## config.mk

```make
export PLATFORM = sky130hd
export DESIGN_NAME = guess_game_ctrl
export DESIGN_NICKNAME = d
export VERILOG_FILES = /design/src/rtl/game_pkg.sv /design/src/rtl/guess_game_ctrl_lfsr8.sv /design/src/rtl/guess_game_ctrl.sv
export SDC_FILE = /design/constraint.sdc
export NUM_CORES = 1
export LEC_CHECK = 0
export ABC_AREA = 1
export CELL_PAD_IN_SITES_DETAIL_PLACEMENT = 1
export CELL_PAD_IN_SITES_GLOBAL_PLACEMENT = 1
export CORE_ASPECT_RATIO = 1.2
export CORE_MARGIN = 5
export CORE_UTILIZATION = 44
export DETAILED_ROUTE_END_ITERATION = 16
export GPL_TIMING_DRIVEN = 0
export PLACE_DENSITY = 0.86
export SLEW_MARGIN = 20
export SYNTH_ARGS = -nofsm -noshare
export SYNTH_HDL_FRONTEND = slang
export SYNTH_SLANG_ARGS = --single-unit
```

## constraint.sdc

```tcl
create_clock -name in_clk -period 3.5 [get_ports in_clk]
set_input_delay 0.525 -clock in_clk [delete_from_list [all_inputs] [get_ports in_clk]]
set_output_delay 0.525 -clock in_clk [all_outputs]
set_load 0.01 [all_outputs]
```

## src/rtl/game_pkg.sv

```systemverilog
// ----------------------------------------------------------------------------
// game_pkg
// Shared definitions for the guessing-game controller:
//   - state_t     : FSM encoding (IDLE=0, PLAY=1, CHECK=2, WIN=3, LOSE=4)
//   - LFSR_TAP_MASK : taps 8,6,5,4 of the 8-bit Fibonacci LFSR (bits 7,5,4,3)
//   - LFSR_SEED_DEF : default nonzero LFSR reset value
//   - lfsr_fb()   : feedback bit for a given LFSR state
// ----------------------------------------------------------------------------
package game_pkg;

   typedef enum logic [2:0] {
      ST_IDLE  = 3'd0,
      ST_PLAY  = 3'd1,
      ST_CHECK = 3'd2,
      ST_WIN   = 3'd3,
      ST_LOSE  = 3'd4
   } state_t;

   localparam logic [7:0] LFSR_TAP_MASK = 8'hB8;
   localparam logic [7:0] LFSR_SEED_DEF = 8'hA5;

   function automatic logic lfsr_fb(input logic [7:0] i_q);
      return ^(i_q & LFSR_TAP_MASK);
   endfunction

endpackage

```

## src/rtl/guess_game_ctrl_lfsr8.sv

```systemverilog
// ----------------------------------------------------------------------------
// lfsr8
// Free-running 8-bit Fibonacci LFSR used as the target source. Shifts left,
// feedback enters at bit 0. Advances every cycle out of reset.
// Ports:
//   in_clk  in  1  clock
//   reset   in  1  synchronous active-high reset, loads SEED
//   q       out 8  current LFSR state
// SEED must be nonzero; an all-zero state is a lock-up state.
// ----------------------------------------------------------------------------
module lfsr8
   import game_pkg::*;
#(
   parameter logic [7:0] SEED = LFSR_SEED_DEF
) (
   input  logic       in_clk,
   input  logic       reset,
   output logic [7:0] q
);

   logic [7:0] r_q;

   always_ff @(posedge in_clk) begin
      if (reset) r_q <= SEED;
      else       r_q <= {r_q[6:0], lfsr_fb(r_q)};
   end

   assign q = r_q;

endmodule

```

## src/rtl/guess_game_ctrl.sv

```systemverilog
// ----------------------------------------------------------------------------
// guess_game_ctrl
// Random-number guessing game controller. Converts debounced button levels
// into single-cycle presses, draws a target from an LFSR and runs the
// guess/compare FSM driving hints, win/lose and attempt count.
// Ports:
//   in_clk     in  1      system clock
//   reset      in  1      synchronous active-high reset
//   btn_up     in  1      debounced up level
//   btn_down   in  1      debounced down level
//   btn_enter  in  1      debounced enter level
//   guess      out WIDTH  current guess
//   tries      out 4      completed attempts this round
//   hint_hi    out 1      last guess above target
//   hint_lo    out 1      last guess below target
//   win        out 1      round won
//   lose       out 1      round lost
//   target     out WIDTH  captured target (only with GAME_CHEAT_EN defined)
// Configuration macro: GAME_CHEAT_EN exposes the target register as a port.
// ----------------------------------------------------------------------------
module guess_game_ctrl
   import game_pkg::*;
#(
   parameter int         WIDTH     = 4,
   parameter int         MAX_TRIES = 7,
   parameter logic [7:0] LFSR_SEED = LFSR_SEED_DEF
) (
   input  logic             in_clk,
   input  logic             reset,
   input  logic             btn_up,
   input  logic             btn_down,
   input  logic             btn_enter,
   output logic [WIDTH-1:0] guess,
   output logic [3:0]       tries,
   output logic             hint_hi,
   output logic             hint_lo,
   output logic             win,
   output logic             lose
`ifdef GAME_CHEAT_EN
   ,
   output logic [WIDTH-1:0] target
`endif
);

   // ---------------------------------------------------------------------
   // Button capture and edge detect. Both stages reset to 1 so a button
   // held through reset looks like a steady level, not a fresh press.
   // ---------------------------------------------------------------------
   logic [2:0] r_btn_s;   // {enter, down, up} registered inputs
   logic [2:0] r_btn_q;   // one cycle older copy
   logic [2:0] w_press;

   always_ff @(posedge in_clk) begin
      if (reset) begin
         r_btn_s <= 3'b111;
         r_btn_q <= 3'b111;
      end else begin
         r_btn_s <= {btn_enter, btn_down, btn_up};
         r_btn_q <= r_btn_s;
      end
   end

   assign w_press = r_btn_s & ~r_btn_q;

   logic w_press_up, w_press_down, w_press_enter;
   assign w_press_up    = w_press[0];
   assign w_press_down  = w_press[1];
   assign w_press_enter = w_press[2];

   // ---------------------------------------------------------------------
   // Target source
   // ---------------------------------------------------------------------
   logic [7:0] w_lfsr;
   logic       w_unused_lfsr;

   lfsr8 #(.SEED(LFSR_SEED)) u_lfsr (
      .in_clk (in_clk),
      .reset  (reset),
      .q      (w_lfsr)
   );

   // Only the low WIDTH bits become the target.
   assign w_unused_lfsr = ^w_lfsr;

   // ---------------------------------------------------------------------
   // FSM
   // ---------------------------------------------------------------------
   state_t           r_state,   w_state_nxt;
   logic [WIDTH-1:0] r_guess,   w_guess_nxt;
   logic [WIDTH-1:0] r_target,  w_target_nxt;
   logic [3:0]       r_tries,   w_tries_nxt;
   logic             r_hint_hi, w_hint_hi_nxt;
   logic             r_hint_lo, w_hint_lo_nxt;
   logic             r_win,     w_win_nxt;
   logic             r_lose,    w_lose_nxt;
   logic [3:0]       w_tries_inc;

   assign w_tries_inc = r_tries + 4'd1;

   always_ff @(posedge in_clk) begin
      if (reset) begin
         r_state   <= ST_IDLE;
         r_guess   <= '0;
         r_target  <= '0;
         r_tries   <= '0;
         r_hint_hi <= 1'b0;
         r_hint_lo <= 1'b0;
         r_win     <= 1'b0;
         r_lose    <= 1'b0;
      end else begin
         r_state   <= w_state_nxt;
         r_guess   <= w_guess_nxt;
         r_target  <= w_target_nxt;
         r_tries   <= w_tries_nxt;
         r_hint_hi <= w_hint_hi_nxt;
         r_hint_lo <= w_hint_lo_nxt;
         r_win     <= w_win_nxt;
         r_lose    <= w_lose_nxt;
      end
   end

   always_comb begin
      w_state_nxt   = r_state;
      w_guess_nxt   = r_guess;
      w_target_nxt  = r_target;
      w_tries_nxt   = r_tries;
      w_hint_hi_nxt = r_hint_hi;
      w_hint_lo_nxt = r_hint_lo;

      case (r_state)
         ST_IDLE: begin
            if (w_press_enter) begin
               w_target_nxt  = w_lfsr[WIDTH-1:0];
               w_guess_nxt   = '0;
               w_tries_nxt   = '0;
               w_hint_hi_nxt = 1'b0;
               w_hint_lo_nxt = 1'b0;
               w_state_nxt   = ST_PLAY;
            end
         end

         ST_PLAY: begin
            // Enter wins over up/down; up+down together cancel.
            if (w_press_enter)
               w_state_nxt = ST_CHECK;
            else if (w_press_up && !w_press_down)
               w_guess_nxt = r_guess + WIDTH'(1);
            else if (w_press_down && !w_press_up)
               w_guess_nxt = r_guess - WIDTH'(1);
         end

         ST_CHECK: begin
            w_tries_nxt = w_tries_inc;
            if (r_guess == r_target) begin
               w_hint_hi_nxt = 1'b0;
               w_hint_lo_nxt = 1'b0;
               w_state_nxt   = ST_WIN;
            end else begin
               w_hint_hi_nxt = (r_guess > r_target);
               w_hint_lo_nxt = (r_guess < r_target);
               w_state_nxt   = (w_tries_inc == 4'(MAX_TRIES)) ? ST_LOSE : ST_PLAY;
            end
         end

         ST_WIN, ST_LOSE: begin
            if (w_press_enter) w_state_nxt = ST_IDLE;
         end

         default: w_state_nxt = ST_IDLE;
      endcase

      // Flags are registered copies of the next state so they line up with it.
      w_win_nxt  = (w_state_nxt == ST_WIN);
      w_lose_nxt = (w_state_nxt == ST_LOSE);
   end

   assign guess   = r_guess;
   assign tries   = r_tries;
   assign hint_hi = r_hint_hi;
   assign hint_lo = r_hint_lo;
   assign win     = r_win;
   assign lose    = r_lose;

`ifdef GAME_CHEAT_EN
   assign target = r_target;
`endif

endmodule
```

Yosys cells after proc, flatten, opt, wreduce, memory -nomap -nowiden. Cells that the tools add are included. W data, S select, Z words.

Add/sub/neg operators: 3. Multiply operators: 0. Divide/modulo/power cells: 0. $lt $le $gt $ge: 2. Eq/ne operators: 11. Shifts and indexed selects: 0. Muxes and demuxes: 17. Bitwise gates (word level): 2. Reductions and logical operators: 12.

Operators by type and width (count): $mux W4 (4); $pmux W4 S2 (2); $mux W3 (5); $pmux W3 S4 (1); $eq A3 B2 Y1 const B (3); $add A4 B1 Y4 const B (2); $reduce_xor A8 Y1 (1); $eq A3 B3 Y1 const B (2); $eq A4 B3 Y1 const B (1); $eq A4 B4 Y1 (1); $gt A4 B4 Y1 (1); $lt A4 B4 Y1 (1); $ne A2 B2 Y1 const B (2); $pmux W1 S2 (2); $reduce_and A2 Y1 (2); $reduce_and A4 Y1 (1); $reduce_bool A2 Y1 (2); $sub A4 B1 Y4 const B (1); $and A3 B3 Y3 (1); $eq A3 B1 Y1 const B (1); $logic_not A3 Y1 (1); $mux W1 (3); $ne A3 B3 Y1 const B (1); $not A3 Y3 (1); 3 further kinds (5).

Register bits after elaboration: 33. Bits in latches: 0. Memory bits (writable): 0. ROM bits: 0. Memories: 0.

Longest topological paths before layout. Gate-level depths: netlist of run 1.

Depth after elaboration: 8. Mapped depth: 12.

Modules after synthesis. Synthesis of run 1 repeated with hierarchy kept, for this count alone.

Cell total of the unflattened synthesis: 202. Area total of the unflattened synthesis: 1522.7 sq um.

By module, submodules not included: guess_game_ctrl (times used 1, cells an instance 165, area an instance 1247.4 sq um, seq. area each 500.5 sq um); lfsr8 (times used 1, cells an instance 37, area an instance 275.3 sq um, seq. area each 160.2 sq um).

Worst setup path before layout of run 1. Ideal clock, no wire load.

Path kind: register to register. Start point: register r_btn_s[1]. End point: register r_guess[3], in the netlist guess[3]. Data arrival time: 1602 ps. Data required time: 3372 ps. Path slack: 1771 ps. Cell stages (with the launch flop): 12. Buffers on the path: 0. Period minus slack after synthesis: 1729 ps. Cells stage by stage: dfxtp_1 > inv_1 > or2_2 > ha_1 > inv_1 > ha_1 > a21oi_1 > nand3_1 > nand2_1 > nor2_1 > nor2_1 > nor2_1.

Word-level cells in the longest chain between the ends: 6. Elaborated cells between the ends (all ways): 9. Those cells by class: eq/ne (1); mux (3); bitwise (1); reduce/logical (4).

Ends and longest elaborated chain: start: declaration (line guess_game_ctrl.sv:49) `logic [2:0] r_btn_s;`; start signal: assignment (line guess_game_ctrl.sv:58) `r_btn_s <= {btn_enter, btn_down, btn_up};`; $and A3 B3 Y3 * (line guess_game_ctrl.sv:63) `assign w_press = r_btn_s & ~r_btn_q;`; $logic_not A1 Y1 (line guess_game_ctrl.sv:146) `else if (w_press_up && !w_press_down)`; $logic_and A1 B1 Y1 (line guess_game_ctrl.sv:146); $mux W4 (line guess_game_ctrl.sv:146); $mux W4 (line guess_game_ctrl.sv:144) `if (w_press_enter)`; $pmux W4 S2 (line guess_game_ctrl.sv:130) `case (r_state)`; end signal: assignment (line guess_game_ctrl.sv:112) `r_guess <= w_guess_nxt;`; end: declaration (line guess_game_ctrl.sv:89) `logic [WIDTH-1:0] r_guess, w_guess_nxt;`.

Mark *: on every way between the ends. The rest lies on a longest branch, timed or not. The select of a mux whose other input is x is not followed. A chain may end at the register's enable or synchronous reset.

Worst setup path in the final report of run 1. Ends and elaborated chain as after synthesis.

==> flow_metrics.tcl, run 1 <==
set metrics [dict create \
    status "completed" \
    setup_violations 0 \
    async_flop_share 0 \
    critPathCaptureType "flop" \
    tns_ps 0 \
    clock_path_buffers 2 \
    netlist_area_um2 1490 \
    finalNetCount 219 \
    rows 23 \
    die_area_um2 4640 \
    first_iter_violations 6 \
    met1_usage 0.149 \
    final_area_um2 1770 \
    drc 0 \
    fmax_ghz 0.522 \
    vdd_drop_max_v 0.000309 \
    leakage_uw 0.000782 \
    grt_max_degree 11 \
    worstSetupPathDepth 12 \
    postSynthAreaPerCell_um2 8.21 \
    met2_usage 0.314 \
    post_cts_buffers 0 \
    gr-total-overflow 0 \
    hold_viol 0 \
    crit_buf_inv 2 \
    first_pass_iters 2 \
    grtUsageTotal 0.163 \
    cts-resized-gates 0 \
    io_pins 17 \
    core_um2 3310 \
    area_growth_pct 19.5 \
    rr_worst_depth 12 \
    hold_depth 2 \
    ys_ff_latch 33 \
    dp.cells 234 \
    grt_busiest_layer "met2" \
    synth_cells 181 \
    slew_headroom 0.646 \
    layout_min_cycle_time_ps 1910 \
    cts_num_sinks 33 \
    antenna_cells 0 \
    post-route-period-util 0.547 \
    cp_top_family "simple AND/OR/NAND/NOR gates" \
    grt_pass1_vias 1266 \
    synth-edff-count 0 \
    htree_num_levels 2 \
    wl_per_cell_um 14.3 \
    ys_seq_area_frac 0.445 \
    hpwl_um 2680 \
    synth_cell_type_count 27 \
    p_per_area_nw_per_um2 425 \
    place_area_um2 1690 \
    clkLatencyLatePin_ps 290 \
    clk_pin_slew_ps 70 \
    routabilityCongestion 0.824 \
    grt_pass1_wl_um 5690 \
    drive_gt1_frac 0.146 \
    skew_ps 3.42 \
    start_util 0.449 \
    antenna_found_initial 0 \
    ctsHoldBuffers 0 \
    io_buffers 16 \
    cp.arrival_ps 2130 \
    ant_nets 0 \
    synth_nets 196 \
    cts_root_buf "clkbuf_8" \
    synth_ff_type "dfxtp_1" \
    numCtsBuffers 5 \
    via_per_inst 5.11 \
    critPathMaxFanout 4 \
    slew_violations 0 \
    crit_chain "inv_1 > or2_2 > ha_1 > inv_1 > ha_1 > a21oi_1 > nand2_1 > nand2_1 > nand2_1 > nor2_1 > nor2_1 > nor2_1" \
    finalNonFillerCells 242 \
    yosys_warnings 0 \
    max_cap_violations 0 \
    grtUsageMet3 0.0566 \
    max_stage_delay_ps 320 \
    routed_wl_um 3460 \
    cp_slowest_cell "dfxtp_1" \
    cts_tree "yes" \
    rsz0062_at_grt "no" \
    fillers 395 \
    crit_required_ps 3720 \
    vias 1237 \
    worst_slew_pin_slew_ps 532 \
    die_h_um 73.6 \
    min_path_type "reg2reg" \
    critPathLaunchType "flop" \
    worstSetupPathType "reg2reg" \
    die_x_um 63.0 \
]
## cells in the final DEF (no fill, tap or decap), types with 2 or more instances in the layout
| cell type | count |
|---|---|
| xor2_1 | 3 |
| o21ai_1 | 2 |
| inv_1 | 23 |
| ha_1 | 9 |
| or2_2 | 8 |
| clkinv_2 | 3 |
| nor2_2 | 3 |
| inv_2 | 4 |
| clkdlybuf4s50_1 | 16 |
| o21ai_0 | 7 |
| dfxtp_1 | 33 |
| clkbuf_1 | 3 |
| nand4_1 | 3 |
| nand3_1 | 7 |
| a21oi_1 | 16 |
| nor2_1 | 17 |
| nor2_4 | 2 |
| nand2_1 | 27 |
| nand2_2 | 2 |
| clkbuf_8 | 5 |
| xnor2_1 | 4 |
## power by group
part | leakage (uW) | switching [uW] | internal [uW] | total (uW)
Sequential | 0.000271 | 9.23 | 391 | 400
Combinational | 0.000466 | 46.2 | 32.5 | 78.7
Clock | 0.0000450 | 138 | 138 | 275
## worst paths after layout
| path | from | end | slack, ps |
|---|---|---|---|
| hold / removal | u_lfsr.q[2]$_SDFF_PP1_ | u_lfsr.q[3]$_SDFF_PP0_ | 430 |
| hold reg to reg | u_lfsr.q[2]$_SDFF_PP1_ | u_lfsr.q[3]$_SDFF_PP0_ | 430 |
| setup reg to reg | r_btn_s[1]$_SDFF_PP1_ | guess[3]$_SDFFE_PP0P_ | 1590 |
| setup / recovery | r_btn_s[1]$_SDFF_PP1_ | guess[3]$_SDFFE_PP0P_ | 1590 |
## flip-flops by register name, summed over array words and instances (netlist names)
register and flops:
guess 4, hint_hi 1, hint_lo 1, lose 1, r_btn_q 3, r_btn_s 3
r_state 3, r_target 4, tries 4, u_lfsr.q 8, win 1
## tightest hold or removal path, stage by stage (launching register included)
cell and delay, ps:
dfxtp_1 310, inv_1 50, nor2_1 30
## synth_stat cells (2+ instances only)
cell type,count,area [um2]
or2_2,8,50.1
nor2_4,2,22.5
nor2_1,17,63.8
inv_1,23,86.3
xnor2_1,4,35.0
nand2_2,2,12.5
nand3_1,7,35.0
o21ai_1,2,10.0
nand2_1,27,101
dfxtp_1,33,661
nor2_2,3,18.8
xor2_1,3,26.3
clkbuf_1,2,7.51
ha_1,9,113
o21ai_0,7,35.0
inv_2,4,15.0
a21oi_1,16,80.1
nand4_1,3,18.8
## cell families after synthesis
group | synth area share
AND/OR/NAND/NOR | 0.243
flip-flops | 0.445
buffers and inverters | 0.0767
AO/OA/AOI/OAI | 0.104
adder cells (fa/ha/maj) | 0.0893
XOR/XNOR | 0.0413
## through the flow
step / util / worst slack, ps / hold slack (ps) / total power (uW)
finish: 0.536 / 1590 / 430 / 754
global route: 0.536 / 1380 / 437 / 792
CTS: 0.536 / 1560 / 431 / 763
detailed placement: 0.511 / 1580 / 407 / 488
global placement: 0.511 / 1650 / 396 / 481
floorplan: - / 1770 / 389 / 461
## per-layer routing
layer | vias up | part of all wire | routed length, um
met3 | 9 | 0.036 | 125
met4 | 0 | 0.032 | 110
met5 | - | 0 | 0
met2 | 18 | 0.55 | 1900
met1 | 593 | 0.38 | 1330
li1 | 617 | - | -
## cell type report
type | count | area (um2) | area share
multi-input cells | 118 | 711 | 0.401
repair buffers | 16 | 160 | 0.0903
well taps | 37 | 46.3 | 0.0261
clock inverters | 2 | 10.0 | 0.00564
plain buffers | 2 | 7.51 | 0.00423
inverters | 28 | 106 | 0.0599
clock buffers | 6 | 72.6 | 0.0409
flip-flops and latches | 33 | 661 | 0.372
Note: power is estimated with default switching activity, not from simulation.
==> run 2: changes to the inputs <==
CORE_UTILIZATION = 37   (was 44)
PLACE_DENSITY = 0.77   (was 0.86)
clock period = 1.6 ns   (was 3.5 ns; I/O delays follow)
==> run 2 against run 1 <==
Effect of this change:
- the run now ends with negative setup slack left
- first-iteration DRC count grew to 3.8 times the previous value
- non-clock buffer count up 2
- maximum frequency increased by 18%
- routed wire length about the same
- combinational power rose by 150%
- total power grew 130%
- via count is 0.16% lower
- count of clock-buffer cells in the layout rose by 1
- cell count grew 7.4%
- clock skew decreased by 0.71 ps
- largest power group unchanged
==> flow_metrics.tcl, run 2 (same netlist as run 1, synthesis figures left out) <==
set metrics [dict create \
    status "complete, but fails checks" \
    violations "negative setup slack" \
    io_pins 17 \
    grt_max_degree 11 \
    drive_gt1_frac 0.204 \
    hpwl_um 2720 \
    switching_share 0.243 \
    die_area_um2 5390 \
    ant_nets 0 \
    first_iter_violations 23 \
    ctsHoldBuffers 0 \
    fmax_ghz 0.614 \
    crit_required_ps 1760 \
    vias 1235 \
    grt_pass1_wl_um 5800 \
    worst_slew_pin_slew_ps 517 \
    layout_min_cycle_time_ps 1630 \
    slew_headroom 0.655 \
    fin_hold_ws_ps 421 \
    hold_depth 1 \
    mostFrequentLayoutCell "dfxtp_1" \
    slew_violations 0 \
    critPathCaptureType "flop" \
    critPathLaunchType "flop" \
    post-route-period-util 1.02 \
    p_comb_frac 0.115 \
    largest_reg_flops 8 \
    hold_viol 0 \
    skew_ps 2.71 \
    cts_num_sinks 33 \
    place_worst_setup_slack_ps -152 \
    fillers 483 \
    grtUsageTotal 0.146 \
    via_per_inst 4.75 \
    rows 25 \
    grt_pass1_vias 1356 \
    cp.arrival_ps 1790 \
    worstSetupPathType "reg2reg" \
    clk_pin_slew_ps 60 \
    core_um2 3910 \
    finalNetCount 221 \
    power_uw 1700 \
    drc 0 \
    clkLatencyLatePin_ps 280 \
    critPathMaxFanout 3 \
    numCtsBuffers 5 \
    final_cell_mix "dfxtp_1 (32), nand2_1 (27), inv_1 (21), clkdlybuf4s50_1 (16)" \
    die_x_um 67.8 \
    vdd_drop_max_v 0.000555 \
    final_area_um2 1880 \
    first_pass_iters 3 \
    p_per_area_nw_per_um2 905 \
    antenna_found_initial 0 \
    die_h_um 79.4 \
    p_seq_frac 0.516 \
    wl_per_cell_um 13.3 \
    htree_num_levels 2 \
    rsz0062_at_grt "yes" \
    area_growth_pct 26.4 \
    max_cap_violations 0 \
    routabilityCongestion 0.809 \
    rr_worst_depth 9 \
    io_buffers 16 \
    clock_path_buffers 2 \
    min_path_type "reg2reg" \
    cts_tree "yes" \
    setup_violations 3 \
    switching_power_uw 413 \
    routed_wl_um 3460 \
    cts_root_buf "clkbuf_8" \
    pwr-share-clk 0.368 \
    start_util 0.380 \
    place_area_um2 1740 \
    p_int_uw 1280 \
    antenna_cells 0 \
    worst_slack_ps -28.3 \
    gr-total-overflow 0 \
    leakage_uw 0.000801 \
]
## run 2: cell count changes in the layout (fill, tap and decap cells not counted), moves of 2 or more
cell,previous run,this run
buf_4,0,2
clkinv_2,3,1
inv_1,23,21
ha_4,0,2
nor2_1,17,15
nor2_2,3,5
ha_1,9,7
## run 2: final timing paths
check,startpoint,to,slack (ps)
min reg2reg,u_lfsr.q[6]$_SDFF_PP0_,u_lfsr.q[7]$_SDFF_PP1_,420
max,r_btn_s[1]$_SDFF_PP1_,guess[2]$_SDFFE_PP0P_,-30
min,u_lfsr.q[6]$_SDFF_PP0_,u_lfsr.q[7]$_SDFF_PP1_,420
max reg2reg,r_btn_s[1]$_SDFF_PP1_,guess[2]$_SDFFE_PP0P_,-30
## run 2: final cells by class
class	instances	area [um2]	share of cell area
Inverter	28	109	0.0580
Sequential cell	33	662	0.353
Tap cell	54	67.6	0.0360
Clock buffer	7	86.3	0.0460
Timing Repair Buffer	18	175	0.0933
Buffer	2	7.51	0.00400
Multi-Input combinational cell	118	769	0.410
## run 2: repair_timing
action                                  CTS  global route
gates resized for setup                   5             5
setup buffers                             1             1
endpoints found under the setup margin    3             6
pin swaps                                 3             7
## run 2: layer usage
layer  wire length [um]  global-route usage  share of wire  vias to the layer above
met1               1350               0.145           0.39                      589
met2               1870               0.266           0.54                       18
met4                111              0.0795          0.032                        0
li1                   -                   -              -                      618
met5                  0                   0              0                        -
met3                124              0.0408          0.036                       10
## run 2: critical path: stages, from the launching register on
cell	delay (ps)
dfxtp_2	320
inv_2	30
or2_4	230
ha_4	180
fa_2	390
xnor2_2	150
nand2_1	60
nand2_1	40
o21ai_1	60
nor2_1	40
## run 2: power groups by stage
stage | clock network, uW | logic (uW) | registers, uW
2_1_floorplan | 0 | 125 | 891
3_3_place_gp | 0 | 169 | 893
3_5_place_dp | 0 | 181 | 895
4_1_cts | 649 | 190 | 877
5_1_grt | 690 | 219 | 880
6_report | 625 | 196 | 877
## run 2: metrics by stage
stage | instances | setup TNS [ps] | util
2_1_floorplan | 181 | -7.97 | -
3_3_place_gp | 251 | -186 | 0.445
3_5_place_dp | 251 | -322 | 0.445
4_1_cts | 259 | -73.7 | 0.474
5_1_grt | 260 | -480 | 0.480
6_report | 260 | -76.2 | 0.480
